## src/rtl/lat_tester_ctrl_if.sv

```systemverilog
// lat_tester_ctrl_if: host, video-generator and sensor signals of the latency tester.
interface lat_tester_ctrl_if;
  logic        start;
  logic        abort;
  logic [1:0]  pos_sel;
  logic        vsync_in;
  logic        sensor_in;
  logic        lt_active;
  logic [1:0]  lt_mode;
  logic        busy;
  logic [15:0] result;
  logic        timeout;
  logic        result_valid;
  modport master (
    output start, abort, pos_sel, vsync_in, sensor_in,
    input  lt_active, lt_mode, busy, result, timeout, result_valid
  );
  modport slave (
    input  start, abort, pos_sel, vsync_in, sensor_in,
    output lt_active, lt_mode, busy, result, timeout, result_valid
  );
endinterface

```

## src/rtl/lat_tester_ctrl.sv

```systemverilog
// lat_tester_ctrl: blanks the screen, shows a box at a frame boundary and times the photodiode response in us.
module lat_tester_ctrl #(
  parameter int          SETTLE_FRAMES = 3,
  parameter int          US_DIV        = 27,
  parameter logic [15:0] TIMEOUT_US    = 16'd50000,
  parameter logic [7:0]  DEBOUNCE      = 8'd54
) (
  input logic              clk27,
  input logic              reset,
  lat_tester_ctrl_if.slave bus
);
  typedef enum logic [1:0] {IDLE, SETTLE, MEASURE, RELEASE} state_t;
  state_t      r_state, w_state;
  logic        r_s1, r_s2, r_deb, r_vs, r_vs_prev, w_fe;
  logic        r_dark, w_dark, r_timeout, w_timeout, r_rv, w_rv;
  logic [7:0]  r_db_cnt, r_frm, w_frm;
  logic [1:0]  r_pos, w_pos, r_mode, w_mode;
  logic [15:0] r_us, w_us, r_pre, w_pre, r_result, w_result;
  assign w_fe = r_vs_prev & ~r_vs;
  always_ff @(posedge clk27) begin
    if (reset) begin
      r_s1      <= 1'b0;
      r_s2      <= 1'b0;
      r_db_cnt  <= 8'd0;
      r_deb     <= 1'b0;
      r_vs      <= 1'b0;
      r_vs_prev <= 1'b0;
      r_state   <= IDLE;
      r_pos     <= 2'd0;
      r_frm     <= 8'd0;
      r_mode    <= 2'd0;
      r_us      <= 16'd0;
      r_pre     <= 16'd0;
      r_result  <= 16'd0;
      r_timeout <= 1'b0;
      r_rv      <= 1'b0;
      r_dark    <= 1'b0;
    end else begin
      r_s1      <= bus.sensor_in;
      r_s2      <= r_s1;
      r_db_cnt  <= !r_s2 ? 8'd0 : (r_db_cnt == DEBOUNCE ? r_db_cnt : r_db_cnt + 8'd1);
      r_deb     <= r_s2 && ({1'b0, r_db_cnt} + 9'd1 >= {1'b0, DEBOUNCE});
      r_vs      <= bus.vsync_in;
      r_vs_prev <= r_vs;
      r_state   <= w_state;
      r_pos     <= w_pos;
      r_frm     <= w_frm;
      r_mode    <= w_mode;
      r_us      <= w_us;
      r_pre     <= w_pre;
      r_result  <= w_result;
      r_timeout <= w_timeout;
      r_rv      <= w_rv;
      r_dark    <= w_dark;
    end
  end
  always_comb begin
    w_state   = r_state;
    w_pos     = r_pos;
    w_frm     = r_frm;
    w_mode    = r_mode;
    w_us      = r_us;
    w_pre     = r_pre;
    w_result  = r_result;
    w_timeout = r_timeout;
    w_rv      = 1'b0;
    w_dark    = r_dark;
    if (bus.abort) begin
      w_state = IDLE;
      w_mode  = 2'd0;
    end else begin
      case (r_state)
        IDLE: if (bus.start && bus.pos_sel != 2'd0) begin
          w_state = SETTLE;
          w_pos   = bus.pos_sel;
          w_frm   = 8'd0;
        end
        SETTLE: if (w_fe) begin
          // a lit sensor at a boundary means the screen is not dark yet: restart the count
          w_frm = r_deb ? 8'd0 : r_frm + 8'd1;
          if (!r_deb && r_frm + 8'd1 == 8'(SETTLE_FRAMES)) begin
            w_state = MEASURE;
            w_mode  = r_pos;
            w_us    = 16'd0;
            w_pre   = 16'd0;
          end
        end
        MEASURE: begin
          w_pre = r_pre == 16'(US_DIV - 1) ? 16'd0 : r_pre + 16'd1;
          w_us  = (r_pre == 16'(US_DIV - 1) && r_us != TIMEOUT_US) ? r_us + 16'd1 : r_us;
          if (r_deb || r_us == TIMEOUT_US) begin
            w_result  = r_deb ? r_us : TIMEOUT_US;
            w_timeout = !r_deb;
            w_rv      = 1'b1;
            w_state   = RELEASE;
            w_mode    = 2'd0;
            w_dark    = 1'b0;
          end
        end
        RELEASE: begin
          w_dark = r_dark | ~r_deb;
          if (r_dark && w_fe) w_state = IDLE;
        end
      endcase
    end
  end
  assign bus.busy         = r_state != IDLE;
  assign bus.lt_active    = r_state != IDLE;
  assign bus.lt_mode      = r_mode;
  assign bus.result       = r_result;
  assign bus.timeout      = r_timeout;
  assign bus.result_valid = r_rv;
endmodule

```

## src/flat_wrapper.sv

```systemverilog
// flat-port wrapper written by rule: the top's interface ports become plain ports
module lat_tester_ctrl_flat 
#(
  parameter int          SETTLE_FRAMES = 3,
  parameter int          US_DIV        = 27,
  parameter logic [15:0] TIMEOUT_US    = 16'd50000,
  parameter logic [7:0]  DEBOUNCE      = 8'd54
)
  (clk27, reset, bus_start, bus_abort, bus_pos_sel, bus_vsync_in, bus_sensor_in, bus_lt_active, bus_lt_mode, bus_busy, bus_result, bus_timeout, bus_result_valid);
  lat_tester_ctrl_if bus_i ();
  input logic clk27;
  input logic reset;
  input wire logic [$bits(bus_i.start)-1:0] bus_start;
  input wire logic [$bits(bus_i.abort)-1:0] bus_abort;
  input wire logic [$bits(bus_i.pos_sel)-1:0] bus_pos_sel;
  input wire logic [$bits(bus_i.vsync_in)-1:0] bus_vsync_in;
  input wire logic [$bits(bus_i.sensor_in)-1:0] bus_sensor_in;
  output wire logic [$bits(bus_i.lt_active)-1:0] bus_lt_active;
  output wire logic [$bits(bus_i.lt_mode)-1:0] bus_lt_mode;
  output wire logic [$bits(bus_i.busy)-1:0] bus_busy;
  output wire logic [$bits(bus_i.result)-1:0] bus_result;
  output wire logic [$bits(bus_i.timeout)-1:0] bus_timeout;
  output wire logic [$bits(bus_i.result_valid)-1:0] bus_result_valid;
  assign bus_i.start = bus_start;
  assign bus_i.abort = bus_abort;
  assign bus_i.pos_sel = bus_pos_sel;
  assign bus_i.vsync_in = bus_vsync_in;
  assign bus_i.sensor_in = bus_sensor_in;
  assign bus_lt_active = bus_i.lt_active;
  assign bus_lt_mode = bus_i.lt_mode;
  assign bus_busy = bus_i.busy;
  assign bus_result = bus_i.result;
  assign bus_timeout = bus_i.timeout;
  assign bus_result_valid = bus_i.result_valid;
  lat_tester_ctrl #(.SETTLE_FRAMES(SETTLE_FRAMES), .US_DIV(US_DIV), .TIMEOUT_US(TIMEOUT_US), .DEBOUNCE(DEBOUNCE)) u_core (.clk27(clk27), .reset(reset), .bus(bus_i));
endmodule
```

## config.mk

```make
export PLATFORM = sky130hd
export DESIGN_NAME = lat_tester_ctrl_flat
export DESIGN_NICKNAME = d
export VERILOG_FILES = /design/src/rtl/lat_tester_ctrl_if.sv /design/src/rtl/lat_tester_ctrl.sv /design/src/flat_wrapper.sv
export SDC_FILE = /design/constraint.sdc
export NUM_CORES = 1
export LEC_CHECK = 0
export CAP_MARGIN = 25
export CORE_MARGIN = 3
export CORE_UTILIZATION = 37
export DETAILED_ROUTE_END_ITERATION = 10
export MAX_ROUTING_LAYER = met4
export PLACE_DENSITY = 0.58
export SLEW_MARGIN = 20
export SYNTH_ARGS = -nofsm -noshare
export SYNTH_HDL_FRONTEND = slang
export SYNTH_SLANG_ARGS = --single-unit
```

## constraint.sdc

```tcl
create_clock -name clk27 -period 2.15 [get_ports clk27]
set_input_delay 0.43 -clock clk27 [delete_from_list [all_inputs] [get_ports clk27]]
set_output_delay 0.43 -clock clk27 [all_outputs]
set_load 0.02 [all_outputs]
```

==> flow_summary.yaml, run 1 <==
timing:
  slew_headroom_pct: 63.37
  layout_min_cycle_time_ns: 2.247
  fin_setup_tns_ns: -1.053
  setup_slack_ns: -0.09652
  whs_ns: 0.4416
  fin_crit_sh_pct: 104.5
  finalHoldViolCount: 0
  final_max_slew_viol_count: 0
  setup_violations: 25
  fin_skew_ns: 0.01212
  rsz0062_at_grt: "true"
  fmax_ghz: 0.4451
  tightestPinTransition_ns: 0.5444
worst_setup_path:
  slowest_delay_ns: 0.36
  r2r_slack_ns: -0.1
  critical-path-top-delay-family: "simple AND/OR/NAND/NOR gates"
  crit_type: "register to register"
  ff2ff_path_depth: 9
  worst_ep_required_time_ns: 2.41
  crit_buf_inv: 2
  rr_startpoint: "u_core.r_frm[1]$_SDFFE_PP0P_"
  crit_fanout: 5
  path_cells: "ha_4 -> or3_1 -> or3_4 -> and3_4 -> a211oi_4 -> buf_4 -> clkbuf_16 -> o21ai_1 -> a32o_1"
  startpoint_type: "register"
  arrival_ns: 2.50
  r2r_end: "u_core.r_pre[11]$_SDFFE_PP0P_"
  worst_setup_path_end_kind: "register"
  crit_slowest_cell: "dfxtp_4"
clock_network:
  clk_path_buf_depth: 2
  postCtsHoldBufs: 0
  clk_latency_ns: 0.37
  htreeDepth: 3
  clk_pin_slew_ns: 0.08
  clockRootBuffer: "clkbuf_8"
  numCtsBuffers: 9
  cts_tree: "yes"
  clkSinkCount: 78
synthesis:
  synth_seq_cells: 78
  ys_warn_count: 0
  synth_edf_count: 0
  synth_area_um2: 4139
  synth_ff_type: "dfxtp_1"
  seq_area_frac_synth_pct: 37.73
  synthArstFlopShare_pct: 0
  synth_nets: 526
  synth_area_per_cell_um2: 8.212
  synthCells: 504
  yosysUniqueCellTypes: 55
route:
  ant_nets: 0
  drt_iter0_drc: 298
  first_pass_iters: 4
  totalWireLength_um: 11400
  wl_per_cell_um: 16.10
  routed-via-count: 4039
  post-route-drc-count: 0
  vias_per_cell: 5.705
cells_and_area:
  layout.nets: 590
  diodes: 0
  final_cell_mix: "dfxtp_1 (72), nor2_1 (53), nand2_1 (47), buf_4 (47), clkdlybuf4s50_1 (26)"
  syn2layout_area_growth_pct: 29.75
  drive_gt1_share_pct: 23.08
  final_cells: 708
  layout_commonest_cell: "dfxtp_1"
pwr:
  p_switching_mw: 0.6864
  clock_power_share_pct: 36.4
  total_power_mw: 2.688
  internal_power_mw: 2.002
  p_per_area_nw_per_um2: 500.6
  switching_share_pct: 25.54
  p_comb_share_pct: 9.4
  ir_drop_v: 0.0003321
  p_leak_nw: 1.856
  seq_power_share_pct: 54.2
grt:
  grt_pass1_vias: 3803
  antenna_found_initial: 0
  grt-ovfl-total: 0
  grt_pass1_wl_um: 18990
  grt_start_max_net_pins: 30
  gr-usage-all-layers_pct: 18.99
worst_hold_path:
  min_path_type: "register to register"
  holdCritStartpoint: "u_core.r_s1$_SDFF_PP0_"
  worst_hold_path.num_cells: 1
  min_to: "u_core.r_s2$_SDFF_PP0_"
floorplanning:
  start_util_pct: 39.04
  die_h_um: 111.8
  core-area_um2: 10600
  die_area_um2: 12490
  die_w_um: 111.8
  boundaryPins: 30
  num_rows: 37
placed_design:
  place_congestion: 0.9187
  dp_cells: 689
  dp_hpwl_um: 7700
  port_buffers: 29
outcome:
  status: "finished with violations"
  violations: "setup timing"
job:
  drv_cap: 0
worst max-delay path by stage:
stage,from,to,cells past startpoint
2_1_floorplan,u_core.r_frm[1]$_SDFFE_PP0P_,u_core.r_pre[12]$_SDFFE_PP0P_,8
3_3_place_gp,u_core.r_frm[1]$_SDFFE_PP0P_,u_core.r_pre[13]$_SDFFE_PP0P_,8
3_5_place_dp,u_core.r_frm[1]$_SDFFE_PP0P_,u_core.r_pre[13]$_SDFFE_PP0P_,8
4_1_cts,u_core.r_frm[1]$_SDFFE_PP0P_,u_core.r_pre[8]$_SDFFE_PP0P_,8
5_1_grt,u_core.r_frm[1]$_SDFFE_PP0P_,u_core.r_pre[4]$_SDFFE_PP0P_,9
6_report,u_core.r_frm[1]$_SDFFE_PP0P_,u_core.r_pre[11]$_SDFFE_PP0P_,9
worst register-to-register path: stages, from the launching register on:
cell and delay (ns):
dfxtp_4 0.36, ha_4 0.16, or3_1 0.31, or3_4 0.35, and3_4 0.17, a211oi_4 0.21
buf_4 0.17, clkbuf_16 0.13, o21ai_1 0.06, a32o_1 0.22
logic make-up (layout without fill, tap and decap cells):
| group | count (synthesis) | in the layout | share of synthesized area (%) |
|---|---|---|---|
| buffers and inverters | 54 | 122 | 5.381 |
| AND/OR/NAND/NOR | 211 | 211 | 25.85 |
| XOR/XNOR | 7 | 7 | 1.481 |
| multiplexers | 7 | 7 | 1.693 |
| flip-flops | 78 | 78 | 37.73 |
| adder cells (fa/ha/maj) | 14 | 14 | 4.232 |
| AO/OA/AOI/OAI | 133 | 133 | 23.64 |
synth_stat cells (5+ instances only):
master / count / area [um2]
clkbuf_1: 23 / 86.33
o22ai_1: 9 / 56.30
nand4_1: 15 / 93.84
a221oi_1: 11 / 96.34
ha_1: 14 / 175.2
o221a_2: 6 / 67.56
mux2i_1: 7 / 70.07
a21oi_1: 20 / 100.1
dfxtp_1: 78 / 1562
nand2b_1: 8 / 50.05
nand2_1: 47 / 176.4
o21ai_0: 25 / 125.1
and4_1: 6 / 52.55
and3_1: 9 / 56.30
nand3_1: 21 / 105.1
a31oi_1: 11 / 68.82
nor2_1: 53 / 198.9
a311oi_2: 5 / 75.07
nor4_1: 5 / 31.28
nor2b_1: 7 / 43.79
a22oi_1: 11 / 82.58
a32o_1: 6 / 60.06
inv_1: 22 / 82.58
nor3_1: 14 / 70.07
or3_1: 8 / 50.05
a211oi_1: 5 / 37.54
layout make-up:
cell class	instances	area (um2)
fill	997	5231
multi-input combinational	372	2619
inverter	23	86.33
sequential	78	1572
clock inverter	2	10.01
timing repair buffer	84	764.5
tap	136	170.2
clock buffer	13	148.9
timing repair:
action / in CTS / in global routing
endpoints found under the setup margin: 34 / 39
gates cloned: 0 / 1
buffers inserted: 0 / 3
pin swaps: 0 / 11
resized for setup: 21 / 33
stage by stage:
step                cell area, um2  utilization, %  setup WS [ns]
global placement              4928           46.49       -0.08492
CTS                           5169           48.75       -0.09839
global route                  5370           50.65        -0.1929
detailed placement            4928           46.49        -0.1022
finish                        5370           50.65       -0.09652
floorplan                     4212               -      -0.003785
state kept, by name (all words and copies together), names as in the netlist:
name and flops:
u_core.r_s2 1, u_core.r_us 16, u_core.r_state 2, u_core.r_dark 1, u_core.bus.result 16, u_core.bus.result_valid 1
u_core.r_db_cnt 8, u_core.r_pre 16, u_core.bus.timeout 1, u_core.r_frm 8, u_core.r_vs 1, u_core.r_vs_prev 1
u_core.r_s1 1, u_core.r_deb 1, u_core.bus.lt_mode 2, u_core.r_pos 2
per-layer routing:
| layer | up-vias | wire, um | GRT usage [%] | part of all wire [%] |
|---|---|---|---|---|
| met5 | - | 0 | - | 0 |
| met4 | 0 | 268 | 9.165 | 2.4 |
| met3 | 18 | 406 | 3.152 | 3.6 |
| met2 | 88 | 5122 | 27.10 | 45 |
| met1 | 1949 | 5600 | 25.97 | 49 |
| li1 | 1984 | - | - | - |
power by group through the flow:
stage | clock network [mW] | registers (mW) | logic, mW
after global placement | 0 | 1.49 | 0.223
final | 0.979 | 1.46 | 0.252
after floorplan | 0 | 1.49 | 0.132
after global routing | 1.09 | 1.46 | 0.272
after detailed placement | 0 | 1.49 | 0.225
after CTS | 1.02 | 1.46 | 0.231
(Power assumes the default switching activity.)
==> inputs of run 2 (changes only) <==
ABC_AREA = 1   (was unset)
PLACE_DENSITY = 0.57   (was 0.58)
TNS_END_PERCENT = 10   (was unset)
==> flow_summary.yaml, run 2 <==
outcome:
  status: "finished, final reports clean"
clock_network:
  clk_path_buf_depth: 2
  htreeDepth: 3
  clk_latency_ns: 0.34
  postCtsHoldBufs: 0
  clockRootBuffer: "clkbuf_16"
  cts_tree: "yes"
  clkSinkCount: 78
  numCtsBuffers: 9
  clk_pin_slew_ns: 0.06
grt:
  grt_pass1_wl_um: 19180
  grt_start_max_net_pins: 31
  gr-usage-all-layers_pct: 18.39
  grt_pass1_vias: 4054
  antenna_found_initial: 0
  grt-ovfl-total: 0
timing:
  layout_min_cycle_time_ns: 1.930
  rsz0062_at_grt: "false"
  fin_crit_sh_pct: 89.79
  slew_headroom_pct: 65.20
  setup_violations: 0
  final_max_slew_viol_count: 0
  fmax_ghz: 0.5180
  finalHoldViolCount: 0
  fin_skew_ns: 0.007179
  fin_setup_tns_ns: 0
  tightestPinTransition_ns: 0.5180
pwr:
  p_per_area_nw_per_um2: 700.5
  ir_drop_v: 0.0005992
  p_leak_nw: 2.080
route:
  post-route-drc-count: 0
  vias_per_cell: 4.957
  first_pass_iters: 5
  ant_nets: 0
  totalWireLength_um: 10810
  wl_per_cell_um: 12.87
  drt_iter0_drc: 203
  routed-via-count: 4164
synthesis:
  synth_top_cell_area_share_pct: 36.12
  yosys.area_share.simple_pct: 36.41
  synthArstFlopShare_pct: 0
  synth_area_um2: 4323
  synth_fa_ha_area_share_pct: 4.052
  synthTopCellsByCount: "nand2_1 (147), nor2_1 (111), inv_1 (81)"
  synthTopCellsByArea: "dfxtp_1 (36%), nand2_1 (13%), nor2_1 (9.6%)"
  seq_area_frac_synth_pct: 36.12
  synth-xor-area-share_pct: 3.444
  synthCells: 657
  synthMuxAreaShare_pct: 0
  yosysUniqueCellTypes: 32
  synth_edf_count: 0
  synth_nets: 679
  synth_top_family_by_area: "simple AND/OR/NAND/NOR gates"
  synth_seq_cells: 78
  synth_ff_type: "dfxtp_1"
  yosysTopAreaCell: "dfxtp_1"
  synth-compound-area-share_pct: 9.407
  synth_area_per_cell_um2: 6.580
  ys_warn_count: 0
  synth.most_common_cell: "nand2_1"
worst_setup_path:
  rr_startpoint: "u_core.r_frm[1]$_SDFFE_PP0P_"
  startpoint_type: "register"
  crit_fanout: 9
  crit_slowest_cell: "dfxtp_2"
  crit_buf_inv: 1
  slowest_delay_ns: 0.38
  arrival_ns: 2.16
  critical-path-top-delay-family: "simple AND/OR/NAND/NOR gates"
  crit_type: "register to register"
  crit_top_cell: "nand2_1"
  r2r_end: "u_core.r_pre[0]$_SDFFE_PP0P_"
  r2r_slack_ns: 0.22
  worst_setup_path_end_kind: "register"
  path_cells: "ha_2 -> nand2_1 -> nor2_2 -> nand3_1 -> nand2_1 -> nand3_1 -> o21bai_4 -> nand2_1 -> buf_4 -> o21ai_0 -> nor2_1"
  ff2ff_path_depth: 11
  worst_ep_required_time_ns: 2.38
cells_and_area:
  drive_gt1_share_pct: 7.429
  syn2layout_area_growth_pct: 19.39
  final_core_util_pct: 46.39
  final_cell_mix: "nand2_1 (147), nor2_1 (111), inv_1 (81)"
  diodes: 0
  final_cells: 840
  layout.nets: 717
  layout_commonest_cell: "nand2_1"
placed_design:
  dp_cells: 823
  place_congestion: 0.8903
  port_buffers: 29
  dp_hpwl_um: 7944
floorplanning:
  start_util_pct: 38.86
  core-area_um2: 11130
  die_h_um: 114.1
  die_w_um: 114.1
  num_rows: 38
  boundaryPins: 30
  die_area_um2: 13020
worst_hold_path:
  holdCritStartpoint: "u_core.r_s1$_SDFF_PP0_"
  worst_hold_path.num_cells: 2
  min_path_type: "register to register"
  min_to: "u_core.r_s2$_SDFF_PP0_"
job:
  drv_cap: 0
[run 2: cell types whose count changed in the layout (fill, tap and decap cells not counted), sizes merged, moves of 10 or more]
cell | before | now
nand3 | 21 | 56
and3 | 10 | 0
nand2 | 47 | 147
nand4 | 15 | 29
a221oi | 11 | 0
nor2 | 53 | 113
a21oi | 20 | 44
a22oi | 11 | 0
inv | 22 | 86
a31oi | 11 | 0
buf | 55 | 25
[run 2: worst max path at each step]
stage / depth (start not counted) / to / from / slack [ns]
2_1_floorplan: 11 / u_core.r_pre[12]$_SDFFE_PP0P_ / u_core.r_frm[1]$_SDFFE_PP0P_ / 0.41
3_3_place_gp: 9 / u_core.r_frm[1]$_SDFFE_PP0P_ / bus_pos_sel[1] / 0.13
3_5_place_dp: 9 / u_core.r_frm[1]$_SDFFE_PP0P_ / bus_pos_sel[1] / 0.11
4_1_cts: 11 / u_core.r_pre[0]$_SDFFE_PP0P_ / u_core.r_frm[1]$_SDFFE_PP0P_ / 0.14
5_1_grt: 11 / u_core.r_pre[0]$_SDFFE_PP0P_ / u_core.r_frm[1]$_SDFFE_PP0P_ / 0.03
6_report: 11 / u_core.r_pre[0]$_SDFFE_PP0P_ / u_core.r_frm[1]$_SDFFE_PP0P_ / 0.22
[run 2: what timing repair did]
| action | in CTS | in global routing |
|---|---|---|
| buffers inserted | 0 | 1 |
| pin swaps | 0 | 1 |
| endpoints found under the hold margin | 0 | 0 |
| setup endpoints to repair | 2 | 20 |
| gates resized for setup | 2 | 4 |
[run 2: worst register-to-register path: stages, from the launching register on]
cell,delay [ns]
dfxtp_2,0.38
ha_2,0.21
nand2_1,0.07
nor2_2,0.11
nand3_1,0.09
nand2_1,0.08
nand3_1,0.11
o21bai_4,0.27
nand2_1,0.11
buf_4,0.18
o21ai_0,0.16
nor2_1,0.06
[run 2: stage by stage]
stage	power [mW]	cell area, um2	hold slack [ns]	setup WS (ns)
finish	3.615	5161	0.4052	0.2196
global route	3.785	5161	0.4129	0.02730
CTS	3.656	5145	0.4028	0.1406
detailed placement	1.964	4820	0.3961	0.1117
global placement	1.956	4820	0.4005	0.1336
floorplan	1.830	4323	0.3883	0.4114
[run 2: area by class of cell]
cell class | instances | area, um2
Fill cell | 1171 | 5964
Multi-Input combinational cell | 470 | 2307
Sequential cell | 78 | 1564
Timing Repair Buffer | 54 | 479.2
Inverter | 82 | 307.8
Clock buffer | 9 | 225.2
Tap cell | 140 | 175.2
Clock inverter | 7 | 102.6
[run 2: layer usage]
layer	track usage (%)	routed length, um	vias up
li1	-	-	2170
met1	23.14	5139	1901
met2	30.09	5123	78
met3	3.541	381	15
met4	5.384	163	0
met5	-	0	-
[run 2: where the power goes]
| part | internal [mW] | switching, mW | total (mW) |
|---|---|---|---|
| clock | 1.03 | 0.649 | 1.68 |
| sequential | 1.48 | 0.0416 | 1.52 |
| combinational | 0.145 | 0.263 | 0.409 |
[run 2: cell families (layout without fill, tap and decap cells)]
group / after synthesis / in the layout
compound gates: 75 / 75
xor+xnor: 17 / 17
fa+ha+maj: 14 / 14
buf+inv: 109 / 152
flops: 78 / 78
simple gates: 364 / 364
==> inputs of run 3 (changes only) <==
CORE_MARGIN = 5   (was 3)
RECOVER_POWER = 25   (was unset)
==> flow_summary.yaml, run 3 (synthesis results as in run 2) <==
outcome:
  status: "finished, final reports clean"
timing:
  fin_crit_sh_pct: 89.01
  fmax_ghz: 0.5225
  fin_setup_tns_ns: 0
  setup_violations: 0
  setup_slack_ns: 0.2363
  tightestPinTransition_ns: 0.9134
  slew_headroom_pct: 39.11
  finalHoldViolCount: 0
  final_max_slew_viol_count: 0
  rsz0062_at_grt: "false"
  layout_min_cycle_time_ns: 1.914
  fin_skew_ns: 0.007144
  whs_ns: 0.4029
job:
  drv_cap: 0
clock_network:
  clockRootBuffer: "clkbuf_16"
  numCtsBuffers: 9
  clkSinkCount: 78
  clk_pin_slew_ns: 0.06
  clk_latency_ns: 0.33
  postCtsHoldBufs: 0
  htreeDepth: 3
  cts_tree: "yes"
  clk_path_buf_depth: 2
cells_and_area:
  design_area_um2: 5112
  syn2layout_area_growth_pct: 18.26
  final_core_util_pct: 44.77
  layout_commonest_cell: "nand2_1"
  final_cell_mix: "nand2_1 (147), nor2_1 (111), inv_1 (81)"
  diodes: 0
  layout.nets: 713
  final_cells: 839
  drive_gt1_share_pct: 6.322
grt:
  use_met1_pct: 20.51
  gr-usage-all-layers_pct: 16.50
  met2_usage_pct: 27.25
  grt-ovfl-total: 0
  antenna_found_initial: 0
  grt_busiest_layer: "met2"
  grt_start_max_net_pins: 42
  grt_pass1_vias: 4082
  grt_pass1_wl_um: 19000
  grt_use_met3_pct: 3.075
worst_hold_path:
  min_path_type: "register to register"
  holdCritStartpoint: "u_core.r_s1$_SDFF_PP0_"
  min_to: "u_core.r_s2$_SDFF_PP0_"
  worst_hold_path.num_cells: 2
route:
  totalWireLength_um: 10970
  vias_per_cell: 4.892
  drt_iter0_drc: 241
  post-route-drc-count: 0
  first_pass_iters: 5
  wl_per_cell_um: 13.08
  routed-via-count: 4104
  ant_nets: 0
placed_design:
  place_congestion: 0.8867
  dp_hpwl_um: 7747
  dp_cells: 822
  port_buffers: 29
  dp_slack_ns: 0.1069
  placed_cell_area_um2: 4806
floorplanning:
  die_h_um: 118.1
  core-area_um2: 11420
  die_w_um: 118.1
  num_rows: 39
  boundaryPins: 30
  die_area_um2: 13950
  start_util_pct: 37.86
pwr:
  p_leak_nw: 2.072
  p_per_area_nw_per_um2: 698.0
  ir_drop_v: 0.0003211
  total_power_mw: 3.569
worst_setup_path:
  setup.worst_path.start: "u_core.r_state[0]$_SDFFE_PP0P_"
  r2r_slack_ns: 0.24
  startpoint_type: "register"
  worst_setup_path_end_kind: "register"
  arrival_ns: 2.16
  ff2ff_path_depth: 9
  crit_fanout: 22
  crit_type: "register to register"
  worst_ep_required_time_ns: 2.39
  r2r_end: "u_core.r_us[13]$_SDFFE_PP0P_"
  rr_startpoint: "u_core.r_state[0]$_SDFFE_PP0P_"
==> run 3: worst max-delay path, stage by stage (launching register included) <==
cell	delay, ns
dfxtp_1	0.34
inv_1	0.11
ha_1	0.42
inv_1	0.16
a21oi_1	0.21
nor2_1	0.10
nand3_2	0.09
buf_6	0.19
nand2_1	0.08
a21oi_1	0.13
==> run 3: worst max-delay path by stage <==
stage | to | depth (start not counted)
global placement | u_core.r_frm[1]$_SDFFE_PP0P_ | 9
floorplan | u_core.r_pre[12]$_SDFFE_PP0P_ | 11
finish | u_core.r_us[13]$_SDFFE_PP0P_ | 9
global route | u_core.r_pre[0]$_SDFFE_PP0P_ | 11
detailed placement | u_core.r_frm[1]$_SDFFE_PP0P_ | 9
CTS | u_core.r_us[3]$_SDFFE_PP0P_ | 12
==> run 3: final cells by class <==
cell class                      count  area, um2
Fill cell                        1240       6306
Clock inverter                      4      70.07
Multi-Input combinational cell    470       2302
Tap cell                          143      178.9
Timing Repair Buffer               50      442.9
Inverter                           82      307.8
Sequential cell                    78       1564
Clock buffer                       12      246.5
==> run 3: repair_timing <==
item / CTS / global route
endpoints found under the setup margin: 2 / 22
resized for setup: 2 / 4
pin swaps: 0 / 1
buffers inserted: 0 / 1
endpoints found under the hold margin: 0 / 0
gates cloned: 0 / 0
==> run 3: where the power goes <==
group	internal (mW)	total (mW)	leakage (nW)	switching (mW)
Combinational	0.141	0.402	1.28	0.261
Clock	1.05	1.64	0.157	0.595
Sequential	1.48	1.53	0.632	0.0420
==> run 3: per-layer routing <==
layer | wire (um) | vias up
met1 | 5210 | 1845
met3 | 375 | 13
met2 | 5257 | 82
met5 | 0 | -
met4 | 126 | 0
li1 | - | 2164
